**src/rtl/pdm_pkg.sv**
```systemverilog
`default_nettype none
// ---------------------------------------------------------------------------
// pdm_pkg: shared PDM peripheral constants and register map.  Rev 1.0
// ---------------------------------------------------------------------------
package pdm_pkg;

  localparam int PDM_PCM_W      = 16;
  localparam int PDM_FIFO_DEPTH = 8;

  // Byte offsets of the FIFO-facing registers in the peripheral map
  localparam logic [7:0] PDM_REG_FIFO_DATA = 8'h0C;
  localparam logic [7:0] PDM_REG_STATUS    = 8'h10;
  localparam logic [7:0] PDM_REG_THRESH    = 8'h14;

  function automatic int pdm_lvl_w(input int depth);
    return $clog2(depth) + 1;
  endfunction

endpackage
`default_nettype wire

```
**src/rtl/pdm_fifo_mem.sv**
```systemverilog
`default_nettype none
// ---------------------------------------------------------------------------
// pdm_fifo_mem: DEPTH x WIDTH register array, sync write / async read.  Rev 1.0
// ---------------------------------------------------------------------------
module pdm_fifo_mem #(
  parameter int DEPTH = 8,
  parameter int WIDTH = 16,
  parameter int PTR_W = $clog2(DEPTH)
) (
  input  logic             clk,
  input  logic             wr_en,
  input  logic [PTR_W-1:0] wr_addr,
  input  logic [WIDTH-1:0] wr_data,
  input  logic [PTR_W-1:0] rd_addr,
  output logic [WIDTH-1:0] rd_data
);

  logic [WIDTH-1:0] mem [DEPTH];

  always_ff @(posedge clk) begin
    if (wr_en) begin
      mem[wr_addr] <= wr_data;
    end
  end

  assign rd_data = mem[rd_addr];

endmodule
`default_nettype wire

```
**src/rtl/pdm_pcm_fifo.sv**
```systemverilog
`default_nettype none
// ---------------------------------------------------------------------------
// pdm_pcm_fifo: FWFT PCM sample buffer with level irq and sticky flags.  Rev 1.0
// ---------------------------------------------------------------------------
module pdm_pcm_fifo
  import pdm_pkg::*;
#(
  parameter int DEPTH = PDM_FIFO_DEPTH,
  parameter int WIDTH = PDM_PCM_W,
  parameter int LVL_W = pdm_lvl_w(DEPTH)
) (
  input  logic             clk,
  input  logic             rst_n,
  input  logic             enable,
  input  logic             flush,
  input  logic [WIDTH-1:0] pcm_in,
  input  logic             pcm_valid,
  input  logic             pop,
  input  logic [LVL_W-1:0] thresh,
  input  logic             ovf_clr,
  input  logic             unf_clr,
  output logic [WIDTH-1:0] rd_data,
  output logic [LVL_W-1:0] level,
  output logic             empty,
  output logic             full,
  output logic             overflow,
  output logic             underflow,
  output logic             irq
);

  localparam int              PTR_W    = $clog2(DEPTH);
  localparam logic [LVL_W-1:0] LVL_FULL = LVL_W'(DEPTH);

  logic             valid_q;
  logic [PTR_W-1:0] wr_ptr;
  logic [PTR_W-1:0] rd_ptr;
  logic [LVL_W-1:0] level_nxt;
  logic [WIDTH-1:0] head_data;
  logic             push_req;
  logic             flush_all;
  logic             do_push;
  logic             do_pop;
  logic             ovf_set;
  logic             unf_set;

  assign empty   = (level == '0);
  assign full    = (level == LVL_FULL);
  assign rd_data = empty ? '0 : head_data;

  // A full FIFO still accepts a push when a pop frees the head slot in the same cycle
  always_comb begin
    push_req  = pcm_valid & ~valid_q & enable;
    flush_all = flush | ~enable;
    do_pop    = pop & ~empty & ~flush_all;
    do_push   = push_req & (~full | pop) & ~flush_all;
    ovf_set   = push_req & full & ~pop & ~flush_all;
    unf_set   = pop & empty & ~flush_all;
    level_nxt = level;
    if (flush_all) begin
      level_nxt = '0;
    end else if (do_push && !do_pop) begin
      level_nxt = level + 1'b1;
    end else if (do_pop && !do_push) begin
      level_nxt = level - 1'b1;
    end
  end

  always_ff @(posedge clk) begin
    if (!rst_n) begin
      valid_q   <= 1'b0;
      wr_ptr    <= '0;
      rd_ptr    <= '0;
      level     <= '0;
      overflow  <= 1'b0;
      underflow <= 1'b0;
      irq       <= 1'b0;
    end else begin
      valid_q <= pcm_valid;
      if (flush_all) begin
        wr_ptr <= '0;
        rd_ptr <= '0;
      end else begin
        if (do_push) wr_ptr <= wr_ptr + 1'b1;
        if (do_pop)  rd_ptr <= rd_ptr + 1'b1;
      end
      level     <= level_nxt;
      overflow  <= ovf_set | (overflow & ~ovf_clr);
      underflow <= unf_set | (underflow & ~unf_clr);
      irq       <= (thresh != '0) && (level_nxt >= thresh);
    end
  end

  pdm_fifo_mem #(
    .DEPTH (DEPTH),
    .WIDTH (WIDTH),
    .PTR_W (PTR_W)
  ) u_mem (
    .clk     (clk),
    .wr_en   (do_push),
    .wr_addr (wr_ptr),
    .wr_data (pcm_in),
    .rd_addr (rd_ptr),
    .rd_data (head_data)
  );

endmodule
`default_nettype wire

```
**config.mk**
```make
export PLATFORM = sky130hd
export DESIGN_NAME = pdm_pcm_fifo
export DESIGN_NICKNAME = d
export VERILOG_FILES = /design/src/rtl/pdm_pkg.sv /design/src/rtl/pdm_fifo_mem.sv /design/src/rtl/pdm_pcm_fifo.sv
export SDC_FILE = /design/constraint.sdc
export NUM_CORES = 1
export LEC_CHECK = 0
export ABC_AREA = 1
export BUFFER_PORTS_ARGS = -buffer_cell sky130_fd_sc_hd__buf_2
export CELL_PAD_IN_SITES_DETAIL_PLACEMENT = 0
export CELL_PAD_IN_SITES_GLOBAL_PLACEMENT = 1
export CORE_ASPECT_RATIO = 1.4
export CORE_MARGIN = 5
export CORE_UTILIZATION = 46
export DETAILED_ROUTE_END_ITERATION = 16
export PLACE_DENSITY = 0.79
export SLEW_MARGIN = 20
export SYNTH_ARGS = -nofsm -noshare
export SYNTH_HDL_FRONTEND = slang
export SYNTH_HIERARCHICAL = 1
export SYNTH_SLANG_ARGS = --single-unit
export TNS_END_PERCENT = 50
```
**constraint.sdc**
```tcl
create_clock -name clk -period 2.5 [get_ports clk]
set_input_delay 0.25 -clock clk [delete_from_list [all_inputs] [get_ports clk]]
set_output_delay 0.25 -clock clk [all_outputs]
set_load 0.02 [all_outputs]
```
## After elaboration in Yosys (flattened, before gate mapping)

Memories as Yosys holds them, arrays and structs flattened. A register that Yosys moved wholly into a read port is not among the register bits.
Cells that the tools add are included.

- Bits in writable memories: 128
- Input port bits: 28
- Memories: 1
- Register bits after elaboration: 14

Memories:

| name | depth | width | rd ports | clocked after Yosys merged registers in | write ports | RTL line | text |
|---|---|---|---|---|---|---|---|
| u_mem.mem | 8 | 16 | 1 | 1 | 1 | pdm_fifo_mem.sv:18 | `logic [WIDTH-1:0] mem [DEPTH];` |

- Add/subtract/negate cells: 4
- Magnitude comparators: 1
- Equal/unequal tests: 1
- Reduce and logical (&&, ||, !) cells: 8
- Bitwise operators: 26
- Multiplexer cells: 8

Operator list:

| kind | number |
|---|---|
| 2-to-1 mux 16 bit | 1 |
| bitwise AND 1 bit | 13 |
| 2-to-1 mux 4 bit | 3 |
| NOT 1 bit | 9 |
| adder 3 x 1 -> 3 bit, second input constant | 2 |
| 2-to-1 mux 3 bit | 2 |
| adder 4 x 1 -> 4 bit, second input constant | 1 |
| equality test 4 bit, second input constant | 1 |
| greater-or-equal comparator 4 bit | 1 |
| logical NOT 4 bit | 1 |
| bitwise OR 1 bit | 4 |
| nonzero test 4 bit | 1 |
| subtractor 4 x 1 -> 4 bit, second input constant | 1 |
| logical AND 1 bit | 3 |
| logical NOT 1 bit | 2 |
| 2-to-1 mux 1 bit | 2 |
| OR reduction 2 bit | 1 |

## Depth between registers and ports, before layout

- Depth in word-level cells: 12
- Mapped depth: 18
- Mapped depth without buffers: 18

## Cells and area by module

Netlist, hierarchy kept.

By module, submodules not included:

| module | cells an instance | area each (µm²) | instances |
|---|---|---|---|
| pdm_fifo_mem | 571 | 5669.2 | 1 |
| pdm_pcm_fifo | 160 | 1079.8 | 1 |

## Worst setup path before layout

Ideal clock, no wire load.

- Path kind: register to register
- From: register level[0]
- To: memory u_mem.mem[1][0], enable pin
- Buffers on the path: 0
- Data required time: 2112 ps
- Library setup time: 388 ps
- Data arrival time: 2159 ps
- Slack: -48 ps
- Cell stages (with the launch flop): 10
- Path through: dfxtp_1 > inv_1 > ha_1 > nand2_2 > nor2_2 > nand2_2 > nand2_8 > inv_4 > nand2_1 > nor2_1

- Longest elaborated chain between the ends: 7

Ends and longest elaborated chain:

| what | RTL line | text |
|---|---|---|
| start: declaration | pdm_pcm_fifo.sv:23 | `output logic [LVL_W-1:0] level,` |
| start signal: assignment | pdm_pcm_fifo.sv:86 | `level <= level_nxt;` |
| equality test 4 bit | pdm_pcm_fifo.sv:47 | `assign full = (level == LVL_FULL);` |
| net full | pdm_pcm_fifo.sv:25 | `output logic full,` |
| NOT 1 bit | pdm_pcm_fifo.sv:55 | `do_push = push_req & (~full \| pop) & ~flush_all;` |
| bitwise OR 1 bit | pdm_pcm_fifo.sv:55 |  |
| bitwise AND 1 bit (2 in a row) | pdm_pcm_fifo.sv:55 |  |
| net do_push | pdm_pcm_fifo.sv:41 | `logic do_push;` |
| 2-to-1 mux 1 bit | pdm_fifo_mem.sv:21 | `if (wr_en) begin` |
| 2-to-1 mux 1 bit (not written as such) | pdm_fifo_mem.sv:22 | `mem[wr_addr] <= wr_data;` |
| end: declaration | pdm_fifo_mem.sv:18 |  |

The timed path passes the listed nets, and every way through them passes these cells.

==> summary.txt <==
Status
  – Outcome: finished, final reports clean

Route
  – Drt pass-1 iters: 6
  – Via count: approximately 4.8k
  – DRT iter0 DRCs: 306
  – Drt total wl: 14.82 mm
  – DRC violations left: 0
  – DR vias/cell: 4.770
  – Final ANT Viol Nets: 0
  – Wire per inst: approximately 15 µm

Clock tree
  – CTS H-tree lvls: 4
  – Setup Buffers After CTS: 0
  – Clk buf depth: 2
  – CTS tree: built
  – Total CTS buffers: 17
  – Clk_lat worst skew: 0.40 ns
  – Clock sink total: 142
  – Root Buffer Master: clkbuf_16
  – Clock slew at reported path FFs: 0.06 ns

Placement
  – GP Congestion: 0.8464
  – IO Port Bufs: 52
  – Worst slack, placed: 0.07363 ns
  – HPWL after detailed placement: 9.214 mm
  – Placed instance area: 0.007305 mm²
  – DP Cell Count: 972

Global route
  – Initial antenna violation count: 1
  – GRT Overall Usage: 17.75%
  – Largest net degree at the start of global routing: 68
  – Total congestion overflow: 0
  – Vias in the first global route: 4774
  – First-pass GRT wire length: 23.90 mm

Yosys
  – Post-synth EDFFs: around 130
  – Avg Cell Area, Syn: 9.233 µm²
  – Register area share after synthesis: 61.10%
  – Cells after Synth: roughly 730
  – Synth area leaders: edfxtp_1 57%, nand2_1 13%, inv_1 9.6%, nand3_1 5.4%, dfxtp_1 4.2%
  – Async set-or-reset flop fraction in the synthesized netlist: 0%
  – Synth cell types: 32
  – Mapped Area: 0.006749 mm²
  – Yosys warnings: 6
  – Net Count, Synth: 767
  – Flops & latches, synth: between 100 and 150
  – Main synth FF type: edfxtp_1
  – Area leader, netlist: edfxtp_1
  – Yosys top cell area share: roughly 57%

Setup path
  – R2R Path Start: level[1]$_SDFF_PN0_
  – Critical Path AT: 2.08 ns
  – Critical Path Most Common Cell: nand2_1
  – Worst r2r path cells: 16
  – R2r setup slk: 0.26 ns
  – CP max stage cell: buf_4
  – Crit. End Element: output pin
  – Launch point of the worst path: rd_ptr[0]$_SDFFE_PP0P_
  – R2R Path End: irq$_SDFF_PN0_
  – Startpoint Class: register
  – WP data required: 2.25 ns
  – Crit-path max cell delay: 0.37 ns
  – Worst-path fanout max: 24
  – Critical path class: register to output pin
  – Critical Path, Cell by Cell: inv_2 > buf_4 > nand2_1 > nand3_1 > nand2_1 > nand2_1 > nand2_1 > inv_1 > nor2_1 > buf_2

Floorplanning
  – Num ports: 53
  – Die X: 112.4 µm
  – Core Region: 0.01444 mm²
  – FP Rows: 52
  – Die area: 0.01723 mm²
  – Initial Utilization: 46.73%
  – Die height: 153.3 µm

Timing
  – Worst Clk Skew: approximately 0.0054 ns
  – Worst-margin pin slew: 0.5053 ns
  – Slew headroom: 66.19%
  – Final Setup Violations: 0
  – Setup TNS: 0 ns
  – Max-slew violation count: 0
  – Final Hold Vio Count: 0
  – Final worst path period share: 93.15%
  – Post-layout min period: 2.329 ns
  – Final worst setup slack: between 0.15 and 0.2 ns
  – RSZ-0062 raised after global routing: false
  – Max Clk Rate: 429.4 MHz

Layout
  – Nets: about 840
  – Area Growth Syn to Fin: 17.45%
  – Ratio of cells with drive above 1 in the final layout: approximately 16%
  – Fin cells: 1004
  – Final Cell Area: a little under 0.008 mm²
  – Diode count: 0

Min path
  – Worst Hold Path EP: valid_q$_SDFF_PN0_
  – Hold Crit Start: pcm_valid
  – Worst hold path type: input pin to register
  – Hold depth: 3

Power
  – P per Cell Area: 667.1 mW/mm²
  – Power Total: ~5.3 mW
  – Leak: 3.795 nW
  – VDD IR-drop max: 0.0004507 V

Job
  – Max cap viols: 0
[repair_timing]
item	CTS	global route
gates resized for setup	0	7
endpoints found under the setup margin	0	1
hold buffers	0	0
[worst max-delay path by stage]
stage / end / slack, ns
floorplan: u_mem/mem[1][0]$_DFFE_PP_ / -0.05
global placement: irq$_SDFF_PN0_ / 0.16
detailed placement: irq$_SDFF_PN0_ / 0.07
CTS: irq$_SDFF_PN0_ / 0.06
global route: rd_data[13] / 0.0001
finish: rd_data[14] / 0.17
[metrics by stage]
stage                     utilization, %  hold slack, ns
after detailed placement           50.57          0.4520
after global routing               54.88         0.03777
after global placement             50.57          0.4465
final                              54.88         0.03947
after CTS                          54.75         0.02581
after floorplan                        -          0.3435
[worst max-delay path: cells and delay by family, from the launching register on]
| kind | cells | cell delay, ns |
|---|---|---|
| DFF | 1 | 0.34 |
| and+or+nand+nor | 6 | 0.39 |
| buffers and inverters | 4 | 0.92 |
[placed cells by master, fill, tap and decap left out, types with 5 or more instances in the layout]
master	count
a21oi_1	7
buf_2	52
buf_4	20
clkbuf_16	17
clkinv_1	5
dfxtp_1	12
edfxtp_1	128
ha_1	7
inv_1	171
nand2_1	237
nand3_1	73
nor2_1	28
[where the power goes]
| group | total (mW) | internal (mW) | leakage, nW | switching, mW |
|---|---|---|---|---|
| sequential | 2.60 | 2.60 | 1.27 | 0.00340 |
| clock | 2.54 | 1.65 | 0.291 | 0.894 |
| combinational | 0.145 | 0.0481 | 2.24 | 0.0967 |
| total | 5.29 | 4.29 | 3.80 | 0.994 |
[routing by layer]
metal / track usage, % / part of all wire (%)
met4: 6.300 / 2.2
met5: 0 / 0
met3: 3.837 / 5.6
met2: 32.62 / 53
met1: 20.08 / 39
[registers in the layout, indices dropped and copies added (netlist names)]
| register | count |
|---|---|
| u_mem/mem | 128 |
| level | 4 |
| rd_ptr | 3 |
| wr_ptr | 3 |
| irq | 1 |
| overflow | 1 |
| underflow | 1 |
| valid_q | 1 |
[Yosys cell counts, types with 3 or more instances]
master and count:
nor2_2 5, a21oi_1 7, nor3_1 3, ha_1 8
buf_4 4, nand2_1 237, buf_2 12, inv_1 173
dfxtp_1 14, nand2_2 4, edfxtp_1 128, o21ai_0 4
buf_6 7, nand3_1 73, nor2_1 28
[kinds of logic (layout without fill, tap and decap cells)]
family / after synthesis / count (layout) / synth area share, %
AO/OA/AOI/OAI: 15 / 15 / 1.242
adder cells (fa/ha/maj): 8 / 8 / 1.483
buffers and inverters: 201 / 285 / 12.48
flip-flops: 142 / 142 / 61.11
AND/OR/NAND/NOR: 362 / 362 / 23.30
XOR/XNOR: 3 / 3 / 0.3894
[final cells by class]
cell class	count	area, µm²
Clock buffer	18	429.2
Clock inverter	14	173.9
Fill cell	1300	6518
Inverter	177	669.4
Multi-Input combinational cell	388	1800
Sequential cell	142	4126
Tap cell	189	236.5
Timing Repair Buffer	76	490.5
(Power assumes the default switching activity.)
